$ cat src/rtl/play_audio_pkg.sv
// Shared types and default clip map for the sound-effect sequencer.
// Contents:
//   state_e        sequencer state (idle plus one play state per effect)
//   Def*           default sample divider and per-clip ROM base / sample count
package play_audio_pkg;

  typedef enum logic [2:0] {
    StHold,
    StPlayStart,
    StPlayChomp,
    StPlayEatghost,
    StPlayDeath
  } state_e;

  // 50 MHz / 48 kHz
  localparam int unsigned DefSampleDiv   = 1042;

  localparam int unsigned DefStartBase    = 0;
  localparam int unsigned DefStartLen     = 24000;
  localparam int unsigned DefChompBase    = 24000;
  localparam int unsigned DefChompLen     = 4000;
  localparam int unsigned DefEatghostBase = 28000;
  localparam int unsigned DefEatghostLen  = 8000;
  localparam int unsigned DefDeathBase    = 36000;
  localparam int unsigned DefDeathLen     = 29536;

endpackage

$ cat src/rtl/sample_tick_gen.sv
// Sample-rate divider: counts 0..SAMPLE_DIV-1 and wraps, pulsing tick for one
// cycle when the count reaches SAMPLE_DIV-1.
// Ports:
//   CLOCK_50  system clock
//   reset     asynchronous active-low reset
//   clear     synchronous clear; holds the count at 0 and suppresses tick
//   tick      single-cycle pulse on the last count of each sample period
module sample_tick_gen #(
  parameter int unsigned SAMPLE_DIV = 1042
) (
  input  logic CLOCK_50,
  input  logic reset,
  input  logic clear,
  output logic tick
);

  localparam int unsigned CntW = (SAMPLE_DIV > 1) ? $clog2(SAMPLE_DIV) : 1;
  localparam logic [CntW-1:0] CntLast = CntW'(SAMPLE_DIV - 1);

  logic [CntW-1:0] cnt_q, cnt_d;

  always_comb begin
    cnt_d = cnt_q + CntW'(1);
    if (clear || (cnt_q == CntLast)) begin
      cnt_d = '0;
    end
  end

  always_ff @(posedge CLOCK_50 or negedge reset) begin
    if (!reset) begin
      cnt_q <= '0;
    end else begin
      cnt_q <= cnt_d;
    end
  end

  assign tick = !clear && (cnt_q == CntLast);

endmodule

$ cat src/rtl/play_audio.sv
// Sound-effect sequencer: on a game trigger, steps through that effect's clip in
// an external 8-bit sample ROM at one sample per SAMPLE_DIV cycles and streams
// the samples to the codec as 24-bit signed PCM. Silence is streamed when idle.
// Ports:
//   CLOCK_50                       system clock
//   reset                          asynchronous active-low reset
//   start, chomp, eatghost, death  effect triggers, only looked at when idle
//   rom_addr                       sample ROM address
//   rom_data                       ROM output, offset-binary, one cycle after rom_addr
//   write_ready                    codec FIFO can accept a sample pair
//   write                          codec write strobe
//   writedata_left/right           PCM sample (right mirrors left)
//   busy                           a clip is playing
module play_audio
  import play_audio_pkg::*;
#(
  parameter int unsigned SAMPLE_DIV    = DefSampleDiv,
  parameter int unsigned START_BASE    = DefStartBase,
  parameter int unsigned START_LEN     = DefStartLen,
  parameter int unsigned CHOMP_BASE    = DefChompBase,
  parameter int unsigned CHOMP_LEN     = DefChompLen,
  parameter int unsigned EATGHOST_BASE = DefEatghostBase,
  parameter int unsigned EATGHOST_LEN  = DefEatghostLen,
  parameter int unsigned DEATH_BASE    = DefDeathBase,
  parameter int unsigned DEATH_LEN     = DefDeathLen
) (
  input  logic        CLOCK_50,
  input  logic        reset,
  input  logic        start,
  input  logic        chomp,
  input  logic        eatghost,
  input  logic        death,
  output logic [15:0] rom_addr,
  input  logic [7:0]  rom_data,
  input  logic        write_ready,
  output logic        write,
  output logic [23:0] writedata_left,
  output logic [23:0] writedata_right,
  output logic        busy
);

  localparam logic [15:0] StartBase    = 16'(START_BASE);
  localparam logic [15:0] StartLast    = 16'(START_LEN - 1);
  localparam logic [15:0] ChompBase    = 16'(CHOMP_BASE);
  localparam logic [15:0] ChompLast    = 16'(CHOMP_LEN - 1);
  localparam logic [15:0] EatghostBase = 16'(EATGHOST_BASE);
  localparam logic [15:0] EatghostLast = 16'(EATGHOST_LEN - 1);
  localparam logic [15:0] DeathBase    = 16'(DEATH_BASE);
  localparam logic [15:0] DeathLast    = 16'(DEATH_LEN - 1);

  state_e      state_q, state_d;
  logic [15:0] addr_q, addr_d;
  logic [15:0] idx_q, idx_d;
  logic [15:0] clip_base, clip_last;
  logic [23:0] wd_q;
  logic        tick;
  logic        in_hold;

  assign in_hold = (state_q == StHold);

  // Held in clear while idle so every clip starts with a full sample period.
  sample_tick_gen #(
    .SAMPLE_DIV(SAMPLE_DIV)
  ) u_sample_tick_gen (
    .CLOCK_50(CLOCK_50),
    .reset   (reset),
    .clear   (in_hold),
    .tick    (tick)
  );

  // Clip map for the effect currently playing.
  always_comb begin
    clip_base = '0;
    clip_last = '0;
    unique case (state_q)
      StPlayStart:    begin clip_base = StartBase;    clip_last = StartLast;    end
      StPlayChomp:    begin clip_base = ChompBase;    clip_last = ChompLast;    end
      StPlayEatghost: begin clip_base = EatghostBase; clip_last = EatghostLast; end
      StPlayDeath:    begin clip_base = DeathBase;    clip_last = DeathLast;    end
      default:        ;
    endcase
  end

  always_comb begin
    state_d = state_q;
    addr_d  = addr_q;
    idx_d   = idx_q;
    if (in_hold) begin
      addr_d = '0;
      idx_d  = '0;
      // Fixed priority: start > chomp > eatghost > death.
      if (start) begin
        state_d = StPlayStart;
        addr_d  = StartBase;
      end else if (chomp) begin
        state_d = StPlayChomp;
        addr_d  = ChompBase;
      end else if (eatghost) begin
        state_d = StPlayEatghost;
        addr_d  = EatghostBase;
      end else if (death) begin
        state_d = StPlayDeath;
        addr_d  = DeathBase;
      end
    end else if (tick) begin
      if (idx_q == clip_last) begin
        state_d = StHold;
        addr_d  = '0;
        idx_d   = '0;
      end else begin
        idx_d  = idx_q + 16'd1;
        addr_d = clip_base + idx_q + 16'd1;
      end
    end
  end

  always_ff @(posedge CLOCK_50 or negedge reset) begin
    if (!reset) begin
      state_q <= StHold;
      addr_q  <= '0;
      idx_q   <= '0;
      wd_q    <= '0;
    end else begin
      state_q <= state_d;
      addr_q  <= addr_d;
      idx_q   <= idx_d;
      // Flipping the MSB turns offset-binary into two's complement.
      wd_q    <= in_hold ? 24'h0 : {rom_data ^ 8'h80, 16'h0000};
    end
  end

  assign rom_addr        = addr_q;
  assign writedata_left  = wd_q;
  assign writedata_right = wd_q;
  assign busy            = !in_hold;
  // reset is active-low, so this gates the strobe off while in reset.
  assign write           = write_ready & reset;

endmodule

$ cat config.mk
export PLATFORM = sky130hd
export DESIGN_NAME = play_audio
export DESIGN_NICKNAME = d
export VERILOG_FILES = /design/src/rtl/play_audio_pkg.sv /design/src/rtl/sample_tick_gen.sv /design/src/rtl/play_audio.sv
export SDC_FILE = /design/constraint.sdc
export NUM_CORES = 1
export LEC_CHECK = 0
export CAP_MARGIN = 20
export CORE_MARGIN = 2
export CORE_UTILIZATION = 45
export CTS_CLUSTER_SIZE = 10
export DETAILED_ROUTE_END_ITERATION = 7
export PLACE_DENSITY = 0.8
export SYNTH_ARGS = -nofsm -noshare
export SYNTH_HDL_FRONTEND = slang
export SYNTH_SLANG_ARGS = --single-unit
$ cat constraint.sdc
create_clock -name CLOCK_50 -period 2.57 [get_ports CLOCK_50]
set_input_delay 0.257 -clock CLOCK_50 [delete_from_list [all_inputs] [get_ports CLOCK_50]]
set_output_delay 0.257 -clock CLOCK_50 [all_outputs]
set_load 0.02 [all_outputs]
=== Word-level counts from Yosys, hierarchy flattened ===
Cells that the tools add are included.

* Bits in registers: 70
* Bits of input ports: 15

* $add $sub $neg: 4
* Eq/ne operators: 7
* Mux-type cells: 21
* Bitwise gates (word level): 2
* Reduce and logical (&&, ||, !) cells: 7

{| class="wikitable"
|+ Operators with widths
! operator !! number
|-
| 16-bit 2-to-1 mux || 10
|-
| 15-bit case mux with 4 select lines || 1
|-
| 16-bit case mux with 3 select lines || 1
|-
| 16-bit by 1-bit adder with 16-bit output, second input constant || 2
|-
| 24-bit 2-to-1 mux || 1
|-
| 3-bit 2-to-1 mux || 7
|-
| 16-bit adder || 1
|-
| 16-bit equality test || 1
|-
| 11-bit by 1-bit adder with 11-bit output, second input constant || 1
|-
| 11-bit equality test, second input constant || 1
|-
| 11-bit 2-to-1 mux || 1
|-
| 3-bit by 2-bit equality test with 1-bit output, second input constant || 2
|-
| 5-bit inequality test, second input constant || 1
|-
| 2-bit nonzero test || 2
|-
| 3-bit by 1-bit equality test with 1-bit output, second input constant || 1
|-
| 3-bit equality test, second input constant || 1
|-
| 3-bit zero test || 1
|-
| 3-bit AND reduction || 1
|-
| 1-bit bitwise AND || 1
|-
| 1-bit logical AND || 1
|-
| 1-bit zero test || 1
|-
| 1-bit logical OR || 1
|-
| 1-bit inverter || 1
|}

=== Logic depth before layout (Yosys ltp) ===
* Depth in word-level cells: 7
* Mapped depth: 14
* Gate-level depth less buffers: 13

=== Modules after synthesis ===
From an unflattened synthesis, not the netlist that was laid out.

* Cells, all modules: 386
* Area, all modules: 3407.0 um^2

{| class="wikitable"
|+ Modules (own cells, without submodules)
! module !! times used !! cells an instance !! area an instance (um^2) !! sequential area each (um^2)
|-
| play_audio || 1 || 331 || 2832.7 || 950.9
|-
| sample_tick_gen || 1 || 55 || 574.3 || 275.3
|}

=== Worst setup path before layout ===
OpenSTA, ideal clock, no wires.

* Path type: reg-to-reg
* Start point: reg state_q[2]
* End point: reg addr_q[12] (netlist: rom_addr[12])
* Setup time: 0.125 ns
* Arrival: 2.619 ns
* Path slack: -0.174 ns
* Stages on the path, launching flop included: 15
* Path through: dfrtp_1 > buf_4 > inv_1 > nand2_1 > inv_1 > and2_1 > nand2b_1 > ha_1 > and4_1 > a221oi_2 > o21bai_1 > a31o_1 > a21oi_1 > xor2_1 > o21ai_2

* Word-level cells in the longest chain between the ends: 7

{| class="wikitable"
|+ Ends and longest elaborated chain
! element !! RTL line !! RTL
|-
| start: declaration || play_audio.sv:51 || <nowiki>state_e state_q, state_d;</nowiki>
|-
| start signal: assignment || play_audio.sv:119 || <nowiki>state_q <= StHold;</nowiki>
|-
| start signal: assignment || play_audio.sv:124 || <nowiki>state_q <= state_d;</nowiki>
|-
| 3-bit equality test / 3-bit by 2-bit equality test with 1-bit output (equally long branches) || play_audio.sv:75 || <nowiki>unique case (state_q)</nowiki>
|-
| 16-bit case mux with 3 select lines || play_audio.sv:75 ||
|-
| 16-bit adder || play_audio.sv:112 || <nowiki>addr_d = clip_base + idx_q + 16'd1;</nowiki>
|-
| 16-bit by 1-bit adder with 16-bit output || play_audio.sv:112 ||
|-
| 16-bit 2-to-1 mux || play_audio.sv:106 || <nowiki>if (idx_q == clip_last) begin</nowiki>
|-
| 16-bit 2-to-1 mux || play_audio.sv:105 || <nowiki>end else if (tick) begin</nowiki>
|-
| 16-bit 2-to-1 mux || play_audio.sv:88 || <nowiki>if (in_hold) begin</nowiki>
|-
| end signal: assignment || play_audio.sv:125 || <nowiki>addr_q <= addr_d;</nowiki>
|-
| end: declaration || play_audio.sv:52 || <nowiki>logic [15:0] addr_q, addr_d;</nowiki>
|}

Several ways; a longest one is shown, not always the timed one. The select of a mux whose other input is x is not followed.
A chain may end at the register's enable or synchronous reset.

=== Final worst setup path ===
* Start point: reg state_q[2]
* End point: reg addr_q[15] (netlist: rom_addr[15])

Same word-level chain as after synthesis.

==> flow_results.org <==
** Route
- After detailed routing, the number of vias per cell comes to 5.179.
- In the routed design, unresolved DRC markers number 0.
- The final route contains ~2600 vias.
- Antenna violation net count after detailed routing :: 0
- Router iterations before antenna repair :: 4
- In this run, the number of DRC markers left after iteration 0 of detailed routing was 149.
- After detailed routing, the total wire length is approximately 7400 µm.
- In the final routed layout, each cell accounts on average for 14.62 µm.

** Timing
- Period Utilization, post-route :: 0.9587
- On the final layout, the worst hold slack is 0.03658 ns.
- Once routing completed, OpenROAD measured the worst setup slack at approximately 0.11 ns.
- Final-report max-slew violation count :: 0
- Headroom to the max-slew limit came out at 0.5934.
- For the pin with the worst max-slew slack, the measured transition is roughly 0.6 ns.
- Across the routed clock network, the largest skew measured is approximately 0.010 ns.
- Clock period minus final worst setup slack :: ~2.5 ns
- Based on the critical path, the design can be clocked at up to just over 0.4 GHz.
- Count of endpoints failing setup in the final report :: 0
- Setup repair after global routing missed its margin :: true
- Final hold violations :: 0

** CTS
- CTS placed an instance of sky130_fd_sc_hd__clkbuf_8 at the clock tree root.
- CTS sink count :: between 40 and 50
- Clock latency on the worst-skew pair, taken at its later pin, is 0.32 ns.
- Clock-pin slew was measured on the worst setup and hold paths at around 0.10 ns.
- TritonCTS built the clock tree.
- No sink is reached through more buffers than the 2 on the longest clock path.
- The number of hold buffers added after CTS was 0.
- Total clock buffers created by CTS :: 5
- H-tree depth :: 2

** Global routing
- First-pass GRT wire length :: 12610 µm
- Met3 routing resource usage after global routing :: 0.02682
- Peak-usage layer in the global routing report :: met2
- Largest net degree at the start of global routing :: 50
- In the global route stage, overall resource usage came out at 0.1913.
- The number of global-route vias before repair came to ~2600.
- Met1 Track Usage GR :: 0.2408
- Grt ovf :: 0
- Number of antenna violations at the first check in global routing :: 0
- GR Util met2 :: 0.3277

** Yosys
- Synth Register Bits :: between 40 and 50
- Yosys mapped a number of flops with a built-in enable equal to 0.
- Count of yosys warnings during synthesis :: 0
- Fraction of the yosys area taken by sequential cells :: 0.3672
- For this run, asynchronously set or reset flops after synthesis account for 1.000.
- Most frequently used flop master after synthesis :: sky130_fd_sc_hd__dfrtp_1
- Among all cell types in the netlist, the one instantiated most often is sky130_fd_sc_hd__dfrtp_1.
- In the synthesized netlist, the cells that appear most often are sky130_fd_sc_hd__dfrtp_1, sky130_fd_sc_hd__buf_4, sky130_fd_sc_hd__nor2_1.
- Mean post-synth cell area :: slightly above 9 µm²
- Area contributors post-synth :: sky130_fd_sc_hd__dfrtp_1, sky130_fd_sc_hd__buf_4, sky130_fd_sc_hd__xor2_1, sky130_fd_sc_hd__ha_1, sky130_fd_sc_hd__nor2_1
- After synthesis the cells add up to 3339 µm².
- Cells after synthesis :: roughly 360
- Post-synthesis cell type count :: 65
- Top-area cell type share of the netlist area :: 0.3672
- The biggest area contributor in the post-synthesis netlist is sky130_fd_sc_hd__dfrtp_1.

** Floorplanning
- Starting density of the core :: 0.4629
- Die area :: between 8000 and 9000 µm²
- During I/O placement, the number of pins put on the boundary was ~80.
- Floorplan Core Area :: slightly above 7000 µm²
- In this run the vertical extent of the chip is between 90 and 100 µm.
- The floorplan has 31 rows.
- Die outline width :: 90.15 µm

** Worst setup path
- Critical Path AT :: about 2.7 ns
- Classification of the worst setup path :: reg2reg
- Highest fanout seen on the critical path :: 5
- Data required time at the worst endpoint :: 2.77 ns
- Critical Path End Type :: register
- The worst setup path is launched from a register.
- The worst register-to-register path ends at rom_addr[15].
- The worst register-to-register path has a depth of 13.
- Setup slack, reg-to-reg :: roughly 0.11 ns
- RR Startpoint :: state_q[2]

** Power and ir drop
- Worst ir drop on vdd :: roughly 0.29 mV
- Leak :: between 0.0015 and 0.002 µW
- P per Cell Area :: approximately 410 nW/µm²

** Placed design
- The congestion estimate from routability-driven global placement came to 0.8648.
- In this run the tool buffered the top-level ports with 48 buffer cells.
- After legalization and detailed placement, the total HPWL measured about 5700 µm.
- Before CTS, the worst setup slack after placement is 0.01900 ns.

** Finish
- Final nets :: roughly 440
- Number of diodes :: 0
- Counting the fill cells in the layout gives 664.
- Relative to the synthesized area, the layout overhead comes to 19.63%.
- Sequential Area :: 1227 µm²
- Final standard cell utilization of the core :: 0.5538
- Summing all multi-input logic gate instances after layout gives around 1900 µm².
- Fraction of final layout cells with drive strength greater than 1 :: 0.1634

** Status
- The run finished with clean final reports.

** Hold path
- In this run the worst hold path is classified as in2async.

** Flow run
- The tool flagged a number of max-cap violations equal to 0.
==> critical path, cell delays in order (launching register included) <==
cell	delay (ns)
sky130_fd_sc_hd__dfrtp_1	0.43
sky130_fd_sc_hd__inv_2	0.07
sky130_fd_sc_hd__nand2_4	0.08
sky130_fd_sc_hd__inv_2	0.06
sky130_fd_sc_hd__and2_1	0.17
sky130_fd_sc_hd__nand2b_4	0.15
sky130_fd_sc_hd__ha_4	0.16
sky130_fd_sc_hd__a21o_4	0.21
sky130_fd_sc_hd__a22oi_2	0.26
sky130_fd_sc_hd__nor3_1	0.08
sky130_fd_sc_hd__a211o_1	0.27
sky130_fd_sc_hd__a21oi_1	0.19
sky130_fd_sc_hd__xnor2_1	0.16
sky130_fd_sc_hd__o21ai_2	0.06
==> worst max path at each step <==
| stage | slack (ns) | endpoint | depth (start not counted) | from |
|---|---|---|---|---|
| finish | 0.11 | rom_addr[15] | 13 | state_q[2] |
| global route | -0.04 | rom_addr[12] | 11 | state_q[2] |
| CTS | 0.007 | rom_addr[14] | 13 | state_q[2] |
| detailed placement | 0.02 | rom_addr[14] | 10 | state_q[1] |
| global placement | 0.08 | rom_addr[14] | 10 | state_q[1] |
| floorplan | 0.03 | rom_addr[14] | 14 | state_q[2] |
==> flip-flops by register name (all words and copies together) (netlist names) <==
signal	cells
rom_addr	16
idx_q	11
u_sample_tick_gen.cnt_q	11
writedata_left	8
state_q	3
==> metal layers <==
| layer | wire [µm] | vias to the layer above |
|---|---|---|
| li1 | - | 1282 |
| met1 | 3269 | 1280 |
| met2 | 3740 | 67 |
| met3 | 335 | 7 |
| met4 | 98 | 0 |
| met5 | 0 | - |
==> cell families after synthesis <==
group                    Yosys count  synth area share
AND/OR/NAND/NOR                  129            0.2106
AO/OA/AOI/OAI                     74            0.1630
buffers and inverters             67            0.1345
flip-flops                        49            0.3672
XOR/XNOR                          30           0.07868
adder cells (fa/ha/maj)           12           0.04496
other                              1          0.001123
==> timing repair <==
item                                    in CTS  in global routing
endpoints found under the setup margin       0                 10
resized for setup                            0                 10
setup buffers                                0                  2
==> cell type report <==
class | instances | share of cell area
sequential | 49 | 0.3072
inverter | 9 | 0.008456
clock buffer | 5 | 0.01723
multi-input combinational | 277 | 0.4632
tap | 99 | 0.03101
timing repair buffer | 67 | 0.1557
clock inverter | 3 | 0.01723
==> power by group <==
part | switching, µW | internal, µW | total, µW
clock network | 287 | 392 | 679
registers | 5.41 | 778 | 784
logic | 117 | 67.2 | 184
total | 409 | 1240 | 1650
==> metrics by stage <==
stage | setup TNS [ns] | area [µm²] | std cells | total power [µW]
6_report | 0 | 3995 | 509 | 1647
5_1_grt | -0.05464 | 3995 | 509 | 1703
4_1_cts | 0 | 3935 | 507 | 1653
3_5_place_dp | 0 | 3797 | 499 | 979.4
3_3_place_gp | 0 | 3797 | 499 | 976.9
2_1_floorplan | 0 | 3491 | 393 | 946.4
==> cell usage in the layout (no fill, tap or decap), types with 3 or more instances in the layout <==
master                            Yosys  final
sky130_fd_sc_hd__xnor2_1             11     11
sky130_fd_sc_hd__a21o_1               4      3
sky130_fd_sc_hd__a21oi_1             15     13
sky130_fd_sc_hd__buf_4               47     18
sky130_fd_sc_hd__o21ai_2              9      9
sky130_fd_sc_hd__inv_2                1      3
sky130_fd_sc_hd__nand2_1             22     21
sky130_fd_sc_hd__nor2_1              34     34
sky130_fd_sc_hd__dfrtp_1             49     48
sky130_fd_sc_hd__nor3_1               4      4
sky130_fd_sc_hd__and2_1               9      9
sky130_fd_sc_hd__or3_1                3      3
sky130_fd_sc_hd__a22oi_1              4      3
sky130_fd_sc_hd__o21ai_0             13     12
sky130_fd_sc_hd__clkbuf_8             0      5
sky130_fd_sc_hd__conb_1               1     32
sky130_fd_sc_hd__a31oi_1              4      4
sky130_fd_sc_hd__and3_1               4      4
sky130_fd_sc_hd__clkdlybuf4s50_1      0     47
sky130_fd_sc_hd__a21oi_2              1      3
sky130_fd_sc_hd__nand2b_1             6      5
sky130_fd_sc_hd__xor2_1              19     19
sky130_fd_sc_hd__inv_1                8      6
sky130_fd_sc_hd__nand3_1             18     18
sky130_fd_sc_hd__ha_1                12     11
sky130_fd_sc_hd__nand4_1              8      8
Power figures use the tool's default switching activity.
